$ cat config.mk
export PLATFORM = sky130hd
export DESIGN_NAME = shift_add_mul4_flat
export DESIGN_NICKNAME = d
export VERILOG_FILES = /design/src/rtl/shift_add_mul4_if.sv /design/src/rtl/shift_add_mul4.sv /design/src/flat_wrapper.sv
export SDC_FILE = /design/constraint.sdc
export NUM_CORES = 1
export LEC_CHECK = 0
export CAP_MARGIN = 15
export CORE_UTILIZATION = 36
export DETAILED_ROUTE_END_ITERATION = 10
export PLACE_DENSITY = 0.59
export SYNTH_ARGS = -nofsm -noshare
export SYNTH_HDL_FRONTEND = slang
export SYNTH_SLANG_ARGS = --single-unit
$ cat constraint.sdc
create_clock -name clk -period 2.2 [get_ports clk]
set_input_delay 0.44 -clock clk [delete_from_list [all_inputs] [get_ports clk]]
set_output_delay 0.44 -clock clk [all_outputs]
set_load 0.01 [all_outputs]
$ cat src/rtl/shift_add_mul4_if.sv
// shift_add_mul4_if: start/operand/result bundle for the shift-add multiplier
interface shift_add_mul4_if;
  logic       start;
  logic [3:0] a;
  logic [3:0] b;
  logic       busy;
  logic       done;
  logic [7:0] product;
  modport master (output start, a, b, input busy, done, product);
  modport slave  (input start, a, b, output busy, done, product);
endinterface

$ cat src/rtl/shift_add_mul4.sv
// shift_add_mul4: 4x4 unsigned shift-add multiplier, 4 CALC cycles; MUL_ZERO_SKIP_EN enables zero-operand shortcut
module shift_add_mul4 (
  input  logic             clk,
  input  logic             rst_n,
  shift_add_mul4_if.slave  mul_s
);
  localparam logic [1:0] IDLE = 2'd0;
  localparam logic [1:0] CALC = 2'd1;
  localparam logic [1:0] DONE = 2'd2;
  logic [1:0] state_q, state_d;
  logic [3:0] mcand_q, mcand_d;
  logic [8:0] work_q, work_d;
  logic [1:0] cnt_q, cnt_d;
  logic [7:0] product_q, product_d;
  logic [4:0] sum;
  logic [8:0] step;
  logic       accept;
  logic       zero_op;
  assign accept  = (state_q != CALC) && mul_s.start;
  assign zero_op = (mul_s.a == 4'd0) || (mul_s.b == 4'd0);
  // One shift-add step; the carry bit is always zero on entry because the previous shift filled it with 0
  always_comb begin
    sum  = {work_q[8], work_q[7:4]} + (work_q[0] ? {1'b0, mcand_q} : 5'd0);
    step = {1'b0, sum, work_q[3:1]};
  end
  // Next-state: accept in IDLE/DONE, iterate in CALC, load product after the fourth step
  always_comb begin
    state_d   = state_q;
    mcand_d   = mcand_q;
    work_d    = work_q;
    cnt_d     = cnt_q;
    product_d = product_q;
    if (accept) begin
      mcand_d = mul_s.a;
      work_d  = {5'd0, mul_s.b};
      cnt_d   = 2'd0;
`ifdef MUL_ZERO_SKIP_EN
      state_d   = zero_op ? DONE : CALC;
      product_d = zero_op ? 8'h00 : product_q;
`else
      state_d = CALC;
`endif
    end else if (state_q == CALC) begin
      work_d    = step;
      cnt_d     = cnt_q + 2'd1;
      state_d   = (cnt_q == 2'd3) ? DONE : CALC;
      product_d = (cnt_q == 2'd3) ? step[7:0] : product_q;
    end else if (state_q == DONE) begin
      state_d = IDLE;
    end
  end
  // State registers, cleared immediately by reset
  always_ff @(posedge clk or negedge rst_n) begin
    if (!rst_n) begin
      state_q   <= IDLE;
      mcand_q   <= 4'd0;
      work_q    <= 9'd0;
      cnt_q     <= 2'd0;
      product_q <= 8'h00;
    end else begin
      state_q   <= state_d;
      mcand_q   <= mcand_d;
      work_q    <= work_d;
      cnt_q     <= cnt_d;
      product_q <= product_d;
    end
  end
`ifndef MUL_ZERO_SKIP_EN
  logic unused_zero;
  assign unused_zero = zero_op;
`endif
  assign mul_s.busy    = state_q == CALC;
  assign mul_s.done    = state_q == DONE;
  assign mul_s.product = product_q;
endmodule

$ cat src/flat_wrapper.sv
// flat-port wrapper written by rule: the top's interface ports become plain ports
module shift_add_mul4_flat 
  (clk, rst_n, mul_s_start, mul_s_a, mul_s_b, mul_s_busy, mul_s_done, mul_s_product);
  shift_add_mul4_if mul_s_i ();
  input  logic clk;
  input  logic rst_n;
  input wire logic [$bits(mul_s_i.start)-1:0] mul_s_start;
  input wire logic [$bits(mul_s_i.a)-1:0] mul_s_a;
  input wire logic [$bits(mul_s_i.b)-1:0] mul_s_b;
  output wire logic [$bits(mul_s_i.busy)-1:0] mul_s_busy;
  output wire logic [$bits(mul_s_i.done)-1:0] mul_s_done;
  output wire logic [$bits(mul_s_i.product)-1:0] mul_s_product;
  assign mul_s_i.start = mul_s_start;
  assign mul_s_i.a = mul_s_a;
  assign mul_s_i.b = mul_s_b;
  assign mul_s_busy = mul_s_i.busy;
  assign mul_s_done = mul_s_i.done;
  assign mul_s_product = mul_s_i.product;
  shift_add_mul4 u_core (.clk(clk), .rst_n(rst_n), .mul_s(mul_s_i));
endmodule
== Word-level counts from Yosys, hierarchy flattened ==
Index checks and enable logic that the tools add are counted.
W data, S select, Z words.

* Register bits after elaboration: 25
* Word-level logic and storage cells: 25
* Input bits: 11

* Reduce and logical (&&, ||, !) cells: 4
* Equality and inequality tests: 4
* Add/subtract/negate cells: 2
* Bitwise gates (word level): 1
* Mux-type cells: 9

{| class="wikitable"
|+ Operators by type and width
! cell !! count
|-
| $mux W9 || 2
|-
| $mux W2 || 6
|-
| $add A5 B5 Y5 || 1
|-
| $eq A2 B2 Y1 const B || 2
|-
| $mux W4 || 1
|-
| $reduce_and A3 Y1 || 1
|-
| $reduce_bool A3 Y1 || 1
|-
| $add A2 B1 Y2 const B || 1
|-
| $eq A2 B1 Y1 const B || 1
|-
| $ne A2 B1 Y1 const B || 1
|-
| $reduce_bool A2 Y1 || 1
|-
| $logic_and A1 B1 Y1 || 1
|-
| $not A1 Y1 || 1
|}

== Depth between registers and ports, before layout ==
* Word-level depth: 4
* Gate-level depth with buffers: 7
* Depth with buffers taken out: 7

== Worst setup path after synthesis ==
No wires, ideal clock.

* Path type: register to register
* Start: reg u_core.work_q[0]
* End: reg u_core.work_q[5]
* Required time: 2080 ps
* Cell stages (with the launch flop): 8
* Arrival: 1476 ps
* Path slack: 604 ps
* Setup time: 120 ps
* Cell sequence: dfrtp_1 and2_1 ha_1 inv_1 fa_1 xor2_1 nor2_1 a31o_2

* Longest elaborated chain between the ends: 4

{| class="wikitable"
|+ RTL lines
! what !! RTL line !! source
|-
| start, declared || shift_add_mul4.sv:12 || <nowiki>logic [8:0] work_q, work_d;</nowiki>
|-
| start signal, assigned || shift_add_mul4.sv:63 || <nowiki>work_q <= work_d;</nowiki>
|-
| $mux W4 || shift_add_mul4.sv:23 || <nowiki>sum = {work_q[8], work_q[7:4]} + (work_q[0] ? {1'b0, mcand_q} : 5'd0);</nowiki>
|-
| $add A5 B5 Y5 || shift_add_mul4.sv:23 ||
|-
| $mux W9 || shift_add_mul4.sv:43 || <nowiki>end else if (state_q == CALC) begin</nowiki>
|-
| $mux W9 || shift_add_mul4.sv:33 || <nowiki>if (accept) begin</nowiki>
|}

No other way between the ends. The select of a mux whose other input is x is not followed.
A chain may end at the register's enable or synchronous reset.

== Worst setup path after layout ==
* Start: reg u_core.state_q[1]
* End: out mul_s_busy

* Longest elaborated chain between the ends: 1

{| class="wikitable"
|+ RTL lines
! what !! RTL line !! source
|-
| start, declared || shift_add_mul4.sv:10 || <nowiki>logic [1:0] state_q, state_d;</nowiki>
|-
| start signal, assigned || shift_add_mul4.sv:61 || <nowiki>state_q <= state_d;</nowiki>
|-
| $eq A2 B1 Y1 || shift_add_mul4.sv:72 || <nowiki>assign mul_s.busy = state_q == CALC;</nowiki>
|-
| end, declared || flat_wrapper.sv:10 || <nowiki>output wire logic [$bits(mul_s_i.busy)-1:0] mul_s_busy;</nowiki>
|}

No other way between the ends.

==> results.sh <==
export IMPL_cp_max_fo=11
export IMPL_synth_cells=109
export IMPL_cts_root_buf="clkbuf_4"
export IMPL_layout_setup_ws_ns=0.183
export IMPL_worstSkewPairLatency_ns=0.31
export IMPL_diodes=0
export IMPL_layout_area_seq_sq_um=601
export IMPL_numCtsBuffers=3
export IMPL_instances_no_fill=176
export IMPL_max_freq_ghz=0.496
export IMPL_synth_top_family_by_area="simple AND/OR/NAND/NOR gates"
export IMPL_vdd_drop_max_mv=0.572
export IMPL_start_util=0.386
export IMPL_grt_pass1_wl_um=4170
export IMPL_synth_edf_count=0
export IMPL_synth_common_cells="dfrtp_1 (24), nand2_1 (11), inv_1 (9), o21ai_0 (9)"
export IMPL_ys_async_sr_fraction=1.00
export IMPL_maxSlewViolCount=0
export IMPL_status="completed"
export IMPL_viasPerCell=4.99
export IMPL_synth_most_common_cell="dfrtp_1"
export IMPL_dp_cells=172
export IMPL_r2r_end="u_core.work_q[5]"
export IMPL_tightestPinTransition_ns=0.505
export IMPL_synth_area_mux_share=0.117
export IMPL_yosys_top_cells_area="dfrtp_1 (50%), ha_1 (7.2%), mux2_2 (6.5%)"
export IMPL_fp_dieArea_sq_um=3590
export IMPL_p_leak_uw=0.000675
export IMPL_dp_slack_ns=0.274
export IMPL_grt_max_degree=25
export IMPL_synth_fa_ha_area_frac=0.0890
export IMPL_synth_flop_cell="dfrtp_1"
export IMPL_finalCritPeriodShare=0.917
export IMPL_core_area_sq_um=3130
export IMPL_fin_setup_tns_ns=0
export IMPL_die_x_um=59.9
export IMPL_power_density_nw_per_um2=1380
export IMPL_wirelength_um=2410
export IMPL_yosys_area_share_xor_xnor=0.00725
export IMPL_rrSetupSlack_ns=0.40
export IMPL_gp_congestion=0.699
export IMPL_synth_top_area_share=0.497
export IMPL_drt_iter0_markers=12
export IMPL_cp_required_ns=1.76
export IMPL_drtPass1Iterations=4
export IMPL_finalNetCount=152
export IMPL_syn_area_sq_um=1210
export IMPL_finalCriticalPeriod_ns=2.02
export IMPL_critPathCaptureType="output port"
export IMPL_place_hpwl_um=1790
export IMPL_crit_end="mul_s_busy"
export IMPL_hold_viol=0
export IMPL_cp_start_kind="flop"
export IMPL_slew_headroom=0.663
export IMPL_finClkSkew_ns=0.0104
export IMPL_num_vias=878
export IMPL_die_h_um=59.9
export IMPL_synth_simple_area_share=0.123
export IMPL_criticalPathCategory="flop to output port"
export IMPL_rr_worst_depth=7
export IMPL_num_rows=20
export IMPL_ys_seq_elements=24
export IMPL_ys_warn_count=0
export IMPL_rsz0062_at_grt="false"
export IMPL_cts_resized=1
export IMPL_finalSetupViolCount=0
export IMPL_grt_pass1_vias=913
export IMPL_yosys_area_top_type="dfrtp_1"
export IMPL_finalPower_uw=2090
export IMPL_clock_sinks=24
export IMPL_worstSetupStartpoint="u_core.state_q[1]"
export IMPL_post_cts_buffers=0
export IMPL_clockBufferDepth=2
export IMPL_wl_per_cell_um=13.7
export IMPL_hp_class="input port to async pin"
export IMPL_ios=21
export IMPL_ys_seq_area_frac=0.497
export IMPL_cp_arrival_ns=1.58
export IMPL_grt_usage=0.158
export IMPL_fillers=294
export IMPL_synth_distinct_cells=29
export IMPL_r2r_start="u_core.work_q[0]"
export IMPL_synthToLayoutAreaGrowth_pct=25.4
export IMPL_postSynthAreaPerCell_sq_um=11.1
export IMPL_synth_compound_area_frac=0.116
export IMPL_drive_gt1_frac=0.136
export IMPL_drc=0
export IMPL_cts_htree_levels=1
export IMPL_multiInputGateArea_sq_um=559
export IMPL_grt_ovfl_total=0
export IMPL_cts_tree="built"
export IMPL_holdWs_ns=0.459
export IMPL_io_buffer_count=20
export IMPL_antenna_found_initial=0
export IMPL_hold_buffers=0
export IMPL_cts_clk_slew_worst_paths_ns=0.14
export IMPL_max_cap_violations=0
export IMPL_ant_nets=0
export IMPL_synth_nets=128
==> how the worst min path moves through the flow <==
| stage | endpoint | cells past startpoint | start | slack (ns) |
|---|---|---|---|---|
| final | u_core.state_q[0] | 2 | rst_n | 0.46 |
| after global routing | u_core.cnt_q[1] | 2 | rst_n | 0.47 |
| after CTS | u_core.state_q[0] | 2 | rst_n | 0.46 |
| after detailed placement | u_core.mcand_q[3] | 1 | u_core.mcand_q[3] | 0.47 |
| after global placement | u_core.mcand_q[3] | 1 | u_core.mcand_q[3] | 0.46 |
| after floorplan | u_core.cnt_q[0] | 0 | rst_n | 0.14 |
==> routing by layer <==
metal | vias up | global-route usage | wire length (um)
li1 | 424 | - | -
met1 | 435 | 0.186 | 1130
met2 | 17 | 0.294 | 1180
met3 | 2 | 0.0411 | 83
met4 | 0 | 0.0199 | 13
met5 | - | 0 | 0
==> state kept, by name (all words and copies together), names as in the netlist <==
register              count
u_core.work_q             8
u_core.mcand_q            4
u_core.state_q            2
u_core.cnt_q              2
u_core.mul_s.product      8
==> through the flow <==
step / util / instance area [sq um]
5_1_grt: 0.484 / 1520
4_1_cts: 0.481 / 1510
3_3_place_gp: 0.469 / 1470
3_5_place_dp: 0.469 / 1470
2_1_floorplan: - / 1210
6_report: 0.484 / 1520
==> report_power, final <==
| part | total [uW] | internal [uW] | switching [uW] |
|---|---|---|---|
| Sequential | 782 | 651 | 131 |
| Clock | 235 | 101 | 134 |
| Combinational | 1080 | 552 | 526 |
==> placed cells by master, fill, tap and decap left out, types with 2 or more instances in the layout <==
cell type / count
nand3b_1: 2
inv_1: 9
clkbuf_4: 3
dfrtp_1: 24
nand2_1: 11
o21ai_0: 9
mux2_1: 2
nor2_1: 4
clkdlybuf4s50_1: 20
nor2b_1: 2
ha_1: 6
a21oi_1: 5
mux2_2: 7
mux2i_1: 4
buf_4: 4
and2_1: 3
and4b_1: 2
==> cell type report <==
| cell class | count | area share |
|---|---|---|
| clock buffer | 4 | 0.0239 |
| inverter | 9 | 0.0223 |
| multi-input combinational | 71 | 0.369 |
| sequential | 24 | 0.396 |
| tap | 44 | 0.0363 |
| timing repair buffer | 24 | 0.152 |
==> logic make-up after synthesis <==
logic type / count (synthesis)
simple gates: 27
flops: 24
compound gates: 22
buf+inv: 14
mux: 13
fa+ha+maj: 8
xor+xnor: 1
==> worst max-delay path: stages (launching register included) <==
cell and delay (ns):
dfrtp_1 0.42, inv_1 0.09, ha_4 0.20, clkdlybuf4s50_1 0.55
No activity file was read; power rests on OpenSTA's default activity.
==> patch (same settings) <==
Add a define of `MUL_ZERO_SKIP_EN`.
--- a/src/rtl/shift_add_mul4.sv
+++ b/src/rtl/shift_add_mul4.sv
@@ -1,3 +1,5 @@
 // shift_add_mul4: 4x4 unsigned shift-add multiplier, 4 CALC cycles; MUL_ZERO_SKIP_EN enables zero-operand shortcut
+`define MUL_ZERO_SKIP_EN
+
 module shift_add_mul4 (
   input  logic             clk,
Function: changed (Yosys sat finds a counterexample within 4 cycles, from zero or initial values and one cycle with rst_n low).
==> patch against the original RTL <==
Routed wire length down 6.6%; first-iteration DRC count up 120%; sequential cell count unchanged; worst setup slack worse by 0.065 ns; worst hold slack better by 0.0022 ns; area after synthesis down 1.0%; design area down 1.2%; largest power group unchanged; count of clock-buffer cells in the layout unchanged; critical endpoint unchanged; final cell count down 4.0%; total power down 16%; largest cell class unchanged.
==> patch: results (changes against the original RTL) <==
----------------------------------------------------
[Detailed routing]
  Met2 wire length ... 1090 um (-7.8%)
  Vias per Instance ... 4.98 (-0.25%)
  DRT Wirelength ... 2250 um (-6.6%)
  Violation count after the first detailed-routing iteration ... 26 (+14)
  Average routed wire per standard cell ... 13.3 um (-2.7%)
  Met1 Wirelength ... 1050 um (-7.0%)
  First-pass DRT Iterations ... 3 (-1)

[Critical path]
  Crit Path Max Fanout ... 9 (-2)
  Endpoint of the worst register-to-register path ... u_core.mul_s.product[6]$_DFFE_PN0P_

[Place]
  Minimum setup slack after placement ... 0.112 ns (-0.162 ns)
  Placed cells ... 165 (-4.1%)
  Final HPWL from detailed placement ... 1810 um (+1.4%)

[Layout]
  Finished Cell Area ... 0.00150 sq mm (-1.2%)
  Final net count ... 145 (-4.6%)
  Fraction of layout cells with a size suffix above 1 ... 16.0% (+2.4 points)
  Layout fillers ... 305 (+3.7%)

[Synth]
  Cell types occupying the most area after synthesis ... sky130_fd_sc_hd__dfrtp_1 (50%), sky130_fd_sc_hd__ha_1 (7.3%), sky130_fd_sc_hd__a22o_2 (4.2%)
  Share of synthesized flip-flops with an asynchronous set or reset ... 100% (unchanged)
  Post-synthesis cell type count ... 27 (-6.9%)
  Fraction of the yosys area taken by sequential cells ... 50.2% (+0.52 points)
  Net count after synthesis ... 121 (-5.5%)
  Post-synth top cells ... sky130_fd_sc_hd__dfrtp_1 (24), sky130_fd_sc_hd__nand2_1 (9), sky130_fd_sc_hd__inv_1 (8), sky130_fd_sc_hd__ha_1 (7), sky130_fd_sc_hd__o21ai_0 (7)

[Power and ir drop]
  Leak pwr ... 0.702 nW (+4.1%)
  Switch share ... 35.6% (-2.1 points)
  Peak supply drop ... 0.514 mV (-10%)
  Flip-flop and latch power ... 0.722 mW (-7.7%)

[Global routing]
  Global routing usage summed across all routing layers ... 15.0% (-0.83 points)
  First-pass GRT wire length ... 3900 um (-6.5%)
  Vias in the first global route ... 811 (-11%)
  GR Util met1 ... 21.0% (+2.4 points)
  Met2 track utilization from global routing ... 22.7% (-6.7 points)

[Timing]
  Worst clock skew ... 0.00195 ns (-0.00850 ns)
  Headroom to the max-slew limit ... 76.0% (+9.7 points)
  Final Hold Slack ... 0.461 ns (+0.00215 ns)
  Fin worst setup slack ... 0.119 ns (-0.0646 ns)

[Run status]
  Result of the run ... completed

----------------------------------------------------
==> patch: how the worst max path moves through the flow <==
| stage | startpoint | end | cells after the start |
|---|---|---|---|
| CTS | u_core.state_q[1]$_DFFE_PN0P_ | mul_s_busy | 3 |
| global placement | mul_s_a[1] | u_core.mul_s.product[7]$_DFFE_PN0P_ | 5 |
| detailed placement | mul_s_a[1] | u_core.mul_s.product[5]$_DFFE_PN0P_ | 5 |
| finish | u_core.state_q[1]$_DFFE_PN0P_ | mul_s_busy | 3 |
| global route | u_core.state_q[1]$_DFFE_PN0P_ | mul_s_busy | 3 |
| floorplan | u_core.state_q[1]$_DFFE_PN0P_ | u_core.mul_s.product[5]$_DFFE_PN0P_ | 7 |
==> patch: repair_timing <==
item,in CTS,in global routing
setup buffers,0,0
setup endpoints to repair,0,1
resized for setup,0,1
==> patch: final cells by class <==
type | count | share of cell area (%)
Sequential cell | 24 | 40.1
Inverter | 8 | 2.01
Clock buffer | 4 | 2.42
Timing Repair Buffer | 23 | 14.9
Tap cell | 44 | 3.68
Multi-Input combinational cell | 66 | 36.9
==> patch: critical path, cell delays in order, from the launching register on <==
cell,delay (ns)
sky130_fd_sc_hd__dfrtp_1,0.43
sky130_fd_sc_hd__inv_1,0.07
sky130_fd_sc_hd__ha_2,0.27
sky130_fd_sc_hd__clkdlybuf4s50_1,0.57
==> patch: cell families (layout without fill, tap and decap cells) <==
family / Yosys count / in the layout / share of synthesized area [%]
AOI/OAI and AO/OA: 26 / 26 / 18.8
adders and majority gates: 8 / 8 / 9.00
DFF: 24 / 24 / 50.2
buffers and inverters: 12 / 35 / 3.87
muxes: 9 / 9 / 7.95
xor gates and xnor gates: 2 / 2 / 1.46
and+or+nand+nor: 21 / 21 / 8.68
